--- src/rtl/seven_seg_scan_driver.sv ---
// Time-multiplexed common-anode seven-segment driver: round-robin digit scan with per-slot
// dead time, leading-zero blanking, and a double-buffered value committed only at frame ends.
module seven_seg_scan_driver #(
    parameter int n_digits      = 4,
    parameter int refresh_limit = 100000,
    parameter int blank_cycles  = 1000
) (
    input  logic                    clk,
    input  logic                    rst_n,
    input  logic [4*n_digits-1:0]   value,
    input  logic [n_digits-1:0]     dp_mask,
    input  logic                    load,
    input  logic                    lz_blank,
    output logic                    pending,
    output logic                    frame_done,
    output logic [6:0]              seg,
    output logic                    dp,
    output logic [n_digits-1:0]     an
);

    localparam int cnt_w = (refresh_limit > 1) ? $clog2(refresh_limit) : 1;
    localparam int idx_w = $clog2(n_digits);

    localparam logic [cnt_w-1:0] cnt_last  = cnt_w'(refresh_limit - 1);
    localparam logic [cnt_w-1:0] cnt_blank = cnt_w'(blank_cycles);
    localparam logic [idx_w-1:0] idx_last  = idx_w'(n_digits - 1);

    typedef enum logic {
        ST_BLANK,
        ST_DRIVE
    } state_t;

    // Scan position and FSM state (state always describes the current r_count).
    state_t                 r_state;
    logic [cnt_w-1:0]       r_count;
    logic [idx_w-1:0]       r_idx;
    logic                   r_lz;

    // Double buffer: staging is written by load, shadow feeds the display.
    logic [4*n_digits-1:0]  r_stage_val;
    logic [n_digits-1:0]    r_stage_dp;
    logic [4*n_digits-1:0]  r_shadow_val;
    logic [n_digits-1:0]    r_shadow_dp;

    // Registered pins.
    logic [n_digits-1:0]    r_an;
    logic [6:0]             r_seg;
    logic                   r_dp;
    logic                   r_pending;
    logic                   r_frame_done;

    logic                   w_slot_end;
    logic                   w_frame_end;
    logic [cnt_w-1:0]       w_count_next;
    logic [idx_w-1:0]       w_idx_next;
    state_t                 w_state_next;
    logic [3:0]             w_nibble;
    logic                   w_upper_zero;
    logic                   w_lz_digit;
    logic [6:0]             w_seg_drive;
    logic [n_digits-1:0]    w_an_drive;

    // Active-high gfedcba pattern for one hex digit.
    function automatic logic [6:0] seg_decode(input logic [3:0] nib);
        logic [6:0] pat;
        case (nib)
            4'h0:    pat = 7'h3F;
            4'h1:    pat = 7'h06;
            4'h2:    pat = 7'h5B;
            4'h3:    pat = 7'h4F;
            4'h4:    pat = 7'h66;
            4'h5:    pat = 7'h6D;
            4'h6:    pat = 7'h7D;
            4'h7:    pat = 7'h07;
            4'h8:    pat = 7'h7F;
            4'h9:    pat = 7'h6F;
            4'hA:    pat = 7'h77;
            4'hB:    pat = 7'h7C;
            4'hC:    pat = 7'h39;
            4'hD:    pat = 7'h5E;
            4'hE:    pat = 7'h79;
            default: pat = 7'h71;
        endcase
        return pat;
    endfunction

    // NOTE: every signal assigned in this block gets a value on every path, so no latch is inferred.
    always_comb begin
        w_slot_end   = (r_count == cnt_last);
        w_frame_end  = w_slot_end && (r_idx == idx_last);
        w_count_next = w_slot_end ? '0 : r_count + cnt_w'(1);
        w_idx_next   = (r_idx == idx_last) ? '0 : r_idx + idx_w'(1);
        w_state_next = (w_count_next < cnt_blank) ? ST_BLANK : ST_DRIVE;
        w_nibble     = r_shadow_val[{r_idx, 2'b00} +: 4];
        w_upper_zero = ((r_shadow_val >> {r_idx, 2'b00}) == '0);
        w_lz_digit   = r_lz && (r_idx != '0) && w_upper_zero;
        w_seg_drive  = w_lz_digit ? 7'h7F : ~seg_decode(w_nibble);
        w_an_drive   = ~(n_digits'(1) << r_idx);
    end

    // Scan FSM with registered pin outputs; pins reflect the state of the previous cycle.
    always_ff @(posedge clk or negedge rst_n) begin
        if (!rst_n) begin
            r_state      <= ST_BLANK;
            r_count      <= '0;
            r_idx        <= '0;
            r_lz         <= 1'b0;
            r_an         <= '1;
            r_seg        <= 7'h7F;
            r_dp         <= 1'b1;
            r_frame_done <= 1'b0;
        end else begin
            r_count      <= w_count_next;
            r_state      <= w_state_next;
            r_frame_done <= w_frame_end;
            if (w_slot_end) begin
                r_idx <= w_idx_next;
            end
            // lz_blank is sampled once per slot so a digit cannot change mid-slot.
            if (r_count == '0) begin
                r_lz <= lz_blank;
            end
            case (r_state)
                ST_DRIVE: begin
                    r_an  <= w_an_drive;
                    r_seg <= w_seg_drive;
                    r_dp  <= ~r_shadow_dp[r_idx];
                end
                default: begin
                    r_an  <= '1;
                    r_seg <= 7'h7F;
                    r_dp  <= 1'b1;
                end
            endcase
        end
    end

    // NOTE: non-blocking assignments make a load on the commit cycle hand the old staging
    // contents to shadow while staging captures the new value in the same edge.
    always_ff @(posedge clk or negedge rst_n) begin
        if (!rst_n) begin
            r_stage_val  <= '0;
            r_stage_dp   <= '0;
            r_shadow_val <= '0;
            r_shadow_dp  <= '0;
            r_pending    <= 1'b0;
        end else begin
            if (load) begin
                r_stage_val <= value;
                r_stage_dp  <= dp_mask;
            end
            if (w_frame_end) begin
                r_shadow_val <= r_stage_val;
                r_shadow_dp  <= r_stage_dp;
            end
            if (load) begin
                r_pending <= 1'b1;
            end else if (w_frame_end) begin
                r_pending <= 1'b0;
            end
        end
    end

    assign an         = r_an;
    assign seg        = r_seg;
    assign dp         = r_dp;
    assign pending    = r_pending;
    assign frame_done = r_frame_done;

endmodule

--- config.mk ---
export PLATFORM = sky130hd
export DESIGN_NAME = seven_seg_scan_driver
export DESIGN_NICKNAME = d
export VERILOG_FILES = /design/src/rtl/seven_seg_scan_driver.sv
export SDC_FILE = /design/constraint.sdc
export NUM_CORES = 1
export LEC_CHECK = 0
export CAP_MARGIN = 20
export CORE_ASPECT_RATIO = 1.2
export CORE_MARGIN = 3
export CORE_UTILIZATION = 25
export DETAILED_ROUTE_END_ITERATION = 6
export PLACE_DENSITY = 0.53
export SETUP_SLACK_MARGIN = 0.1
export SLEW_MARGIN = 40
export SYNTH_ARGS = -nofsm -noshare
export SYNTH_HDL_FRONTEND = slang
export SYNTH_SLANG_ARGS = --single-unit
--- constraint.sdc ---
create_clock -name clk -period 2 [get_ports clk]
set_clock_uncertainty 0.05 [all_clocks]
set_input_delay 0.2 -clock clk [delete_from_list [all_inputs] [get_ports clk]]
set_output_delay 0.2 -clock clk [all_outputs]
set_load 0.03 [all_outputs]
## Word-level counts from Yosys, hierarchy flattened

Memory sizes are Yosys's and may differ from the RTL's.
Index checks and enable logic that the tools add are counted.
Widths: inputs -> output; s select.

- Register bits: 75
- Latch bits: 0
- Memory bits (writable): 0
- ROM bits: 112
- Output and inout bits: 14
- Memories kept: 1

- Add/sub/neg operators: 2
- Multipliers: 0
- Divide/modulo/power cells: 0
- Magnitude comparators: 2
- Equality and inequality tests: 2
- Shift operators: 3
- Mux-type cells: 11
- Bitwise operators: 3
- Reduce and logical (&&, ||, !) cells: 7

Memories:

| memory | words | bits a word | read ports | clocked after memory_dff | write ports | RTL line | RTL |
|---|---|---|---|---|---|---|---|
| (no name shown) | 16 | 7 | 1 | 0 | 0 | 66 | `case (nib)` |

Operators by type and width:

| kind | count |
|---|---|
| $add 17x1->17 const B | 1 |
| $eq 17x17->1 const B | 1 |
| $logic_not 17->1 | 1 |
| $lt 17x10->1 const B | 1 |
| $mux 17 | 1 |
| $logic_not 16->1 | 1 |
| $shiftx 16x5->4 | 1 |
| $shr 16x4->16 | 1 |
| $mux 7 | 2 |
| $not 7->7 | 1 |
| $mux 1 | 5 |
| $mux 4 | 1 |
| $not 4->4 | 1 |
| $reduce_bool 2->1 | 2 |
| $shl 1x2->4 const A | 1 |
| $logic_and 1x1->1 | 3 |
| $lt 2x3->1 const B | 1 |
| $add 2x1->2 const B | 1 |
| $bmux 1 s2 | 1 |
| $eq 2x2->1 const B | 1 |
| $mux 2 | 1 |
| $not 1->1 | 1 |

## Logic depth before layout (Yosys ltp)

- Depth in word-level cells: 5
- Gate-level depth with buffers: 8

## Worst setup path before layout

Ideal clock, no wire load.

- Kind: flip-flop to flip-flop
- Start: register r_idx[0]
- End: register r_seg[3], in the netlist seg[3]
- Setup time: 90 ps
- Data arrival time: 1943 ps
- Data required time: 1860 ps
- Setup slack: -83 ps
- Cell stages (with the launch flop): 8
- Buffers on the path: 1
- Period minus slack after synthesis: 2083 ps
- Cells stage by stage: dfrtp_1 buf_4 mux4_2 inv_1 ha_1 inv_1 mux4_2 nand2b_1

- Cells in the longest elaborated chain, start to end: 5
- Elaborated cells between the ends (all ways): 10

Ends and longest elaborated chain:

| item | RTL line | RTL |
|---|---|---|
| from (decl) | 36 | `logic [idx_w-1:0] r_idx;` |
| from (signal assigned) | 117 | `r_idx <= w_idx_next;` |
| $shiftx 16x5->4 (tied with other cells) | 94 | `w_nibble = r_shadow_val[{r_idx, 2'b00} +: 4];` |
| $mem_v2 16x7 (tied with other cells) | -- |  |
| $not 7->7 or $logic_and 1x1->1 (tied branches) | 97, 96 |  |
| $mux 7 * | 97 | `w_seg_drive = w_lz_digit ? 7'h7F : ~seg_decode(w_nibble);` |
| $mux 7 * | 123 | `case (r_state)` |
| to (signal assigned) | 126 | `r_seg <= w_seg_drive;` |
| to (decl) | 47 | `logic [6:0] r_seg;` |

Mark *: on every way between the ends. The rest lies on a longest branch, timed or not.
A chain may end at the register's enable or synchronous reset.

## Worst setup path after layout

Same ends and word-level chain as after synthesis.

==> impl_metrics.csv <==
group,metric,value,unit
status,status,"finished, final reports clean",
finish,final_cell_mix,"61 x dfrtp_1, 43 x buf_4, 36 x clkdlybuf4s50_1, 22 x mux2_2, 19 x mux2_4",
route,drt_wl_total,7720,µm
timing,whs,0.276,ns
finish,design_area,4880,µm²
timing,setup-violations-final,0,
critical_path,startpoint_type,"register",
logic_synthesis,synth_area,3570,µm²
route,drtPass1Iterations,4,
logic_synthesis,yosys.area.top_type_share,44.2,%
placed_design,place_area,4380,µm²
timing,setup-tns-final,0,ns
logic_synthesis,synth_area_per_cell,12.9,µm²
critical_path,crit_fanout,4,
finish,drive_above_1_share,40.6,%
floorplanning,placementRows,47,
critical_path,crit_type,"reg2reg",
route,num_vias,2384,
placed_design,dp_hpwl,5590,µm
timing,final-hold-violation-count,0,
cts,clk_latency,0.34,ns
timing,rsz0062_at_grt,"yes",
run,cap_violations,0,
floorplanning,die_height,137,µm
finish,n_antenna_cell,0,
worst_hold_path,hp-class,"in2async",
finish,area_delta_synth_final,36.7,%
finish,postLayoutCoreUtil,35.1,%
power,vdd_drop_max,438,µV
logic_synthesis,yosys-top-cells-area,"dfrtp_1 44%, dfstp_2 8.8%, mux2_4 8.0%, mux2_2 6.9%, ha_1 3.9%",
grt,grt_pass1_vias,2432,
finish,layout.cells.non_filler,533,
logic_synthesis,ys_seq_area_share,53.0,%
grt,grt_max_degree,27,
logic_synthesis,synth_warnings,0,
floorplanning,ioPinCount,38,
critical_path,arrival,2.20,ns
finish,final_common_cell,"dfrtp_1",
cts,clkTransAtPathRegs,0.06,ns
cts,cts_root_buffer,"clkbuf_16",
critical_path,r2r.worst_path.cells,6,
cts,clk_path_buf_depth,2,
placed_design,io_buffers,37,
route,avgViaCountPerCell,4.47,
route,postRouteAntennaNets,0,
grt,grt_pass1_wl,12600,µm
cts,cts_tree,"built",
placed_design,placed_cells,506,
logic_synthesis,yosys.cell_types.count,42,
grt,grt-ovfl-total,0,
cts,cts_inserted_buffers,9,
timing,worst_slew_pin_slew,0.391,ns
placed_design,pre_cts_ws,-0.0838,ns
logic_synthesis,yosysTopAreaCell,"dfrtp_1",
timing,finalCriticalPeriod,1.98,ns
finish,nets,392,
timing,setup_ws,0.0182,ns
critical_path,crit_required,2.22,ns
cts,htree_num_levels,3,
logic_synthesis,synth_nets,311,
floorplanning,fp.dieW,115,µm
timing,drv_slew,0,
timing,slew_headroom,73.9,%
power,finalPower,3.47,mW
route,post_drt_wl_per_cell,14.5,µm
grt,antenna_found_initial,0,
logic_synthesis,syn-instance-count,276,
critical_path,end_kind,"register",
route,drcViolationCount,0,
route,drt-initial-drc-count,58,
placed_design,place_congestion,0.822,
floorplanning,core_area,13900,µm²
power,leakagePower,2.16,nW
floorplanning,die-area,15700,µm²
grt,grt_usage,10.2,%
logic_synthesis,ys_ff_latch,75,
floorplanning,initial_core_util,25.7,%
timing,fin_crit_sh,99.1,%
timing,clock.fmax,0.505,GHz
power,powerDensity,712,nW/µm²
cts,cts.sinks,75,
## path summary, 6_finish.rpt
kind / slack [ns] / to / startpoint
setup / recovery: 0.02 / seg[3] / r_idx[0]
hold / removal: 0.28 / r_shadow_val[15] / rst_n
setup reg to reg: 0.02 / seg[3] / r_idx[0]
hold reg to reg: 0.45 / r_shadow_dp[3] / r_stage_dp[3]
max in group asynchronous: 0.98 / r_stage_val[10] / rst_n
min in group clk: 0.42 / r_stage_val[15] / value[15]
## flip-flops by register name (all words and copies together) (netlist names)
register and flops:
r_shadow_val 16, r_count 17, r_shadow_dp 4, an 4
pending 1, frame_done 1, r_stage_dp 4, r_idx 2
dp 1, r_lz 1, r_state 1, seg 7
r_stage_val 16
## Yosys cell counts, drive strengths merged
cell type	number
a21boi	1
a21o	1
a21oi	4
a31o	1
a31oi	1
and2	1
and3	2
and4	3
buf	8
clkbuf	5
dfrtp	63
dfstp	12
ha	11
inv	10
mux2	41
mux2i	1
mux4	6
nand2	19
nand2b	3
nand3	7
nand3b	1
nand4	7
nand4b	1
nor2	14
nor2b	2
nor3	9
nor4	9
nor4b	1
o211a	1
o211ai	1
o21ai	6
o221ai	5
o31ai	1
or2	1
or3	1
xnor2	10
xor2	6
## worst max-delay path: stages, from the launching register on
cell      delay, ns
dfrtp_2        0.41
mux4_2         0.58
inv_2          0.12
ha_4           0.13
inv_2          0.03
mux4_2         0.45
nand2b_4       0.15
## metal layers
metal	wire (µm)	share of wire [%]	up-vias	GRT usage (%)
li1	-	-	1148	-
met1	3450	45	1186	13.3
met2	3800	49	39	15.9
met3	309	4.0	11	3.01
met4	155	2.0	0	4.31
met5	0	0	-	0
## report_power, final
part	internal, mW	switching (mW)
Clock	1.10	0.649
Combinational	0.0846	0.0541
Sequential	1.56	0.0232
## cells by family (layout without fill, tap and decap cells)
logic type      after synthesis  after routing  share of synthesized area, %
compound gates               22             22                          4.17
xor+xnor                     16             16                          3.93
fa+ha+maj                    11             11                          3.86
buf+inv                      23            109                          3.19
flops                        75             75                          53.0
mux                          48             48                          19.0
simple gates                 81             81                          12.8
## layout make-up
cell class,count,area [µm²]
fill,1326,9000
sequential,75,1890
multi-input combinational,178,1670
timing repair buffer,83,738
clock buffer,9,225
tap,171,214
clock inverter,7,98.8
inverter,10,37.5
## repair_timing
| item | in CTS | in global routing |
|---|---|---|
| setup endpoints to repair | 13 | 28 |
| hold buffers | 1 | 0 |
| pin swaps | 3 | 8 |
| resized for setup | 3 | 13 |
| endpoints found under the hold margin | 13 | 0 |
| setup buffers | 4 | 6 |
No activity file was read; power rests on OpenSTA's default activity.
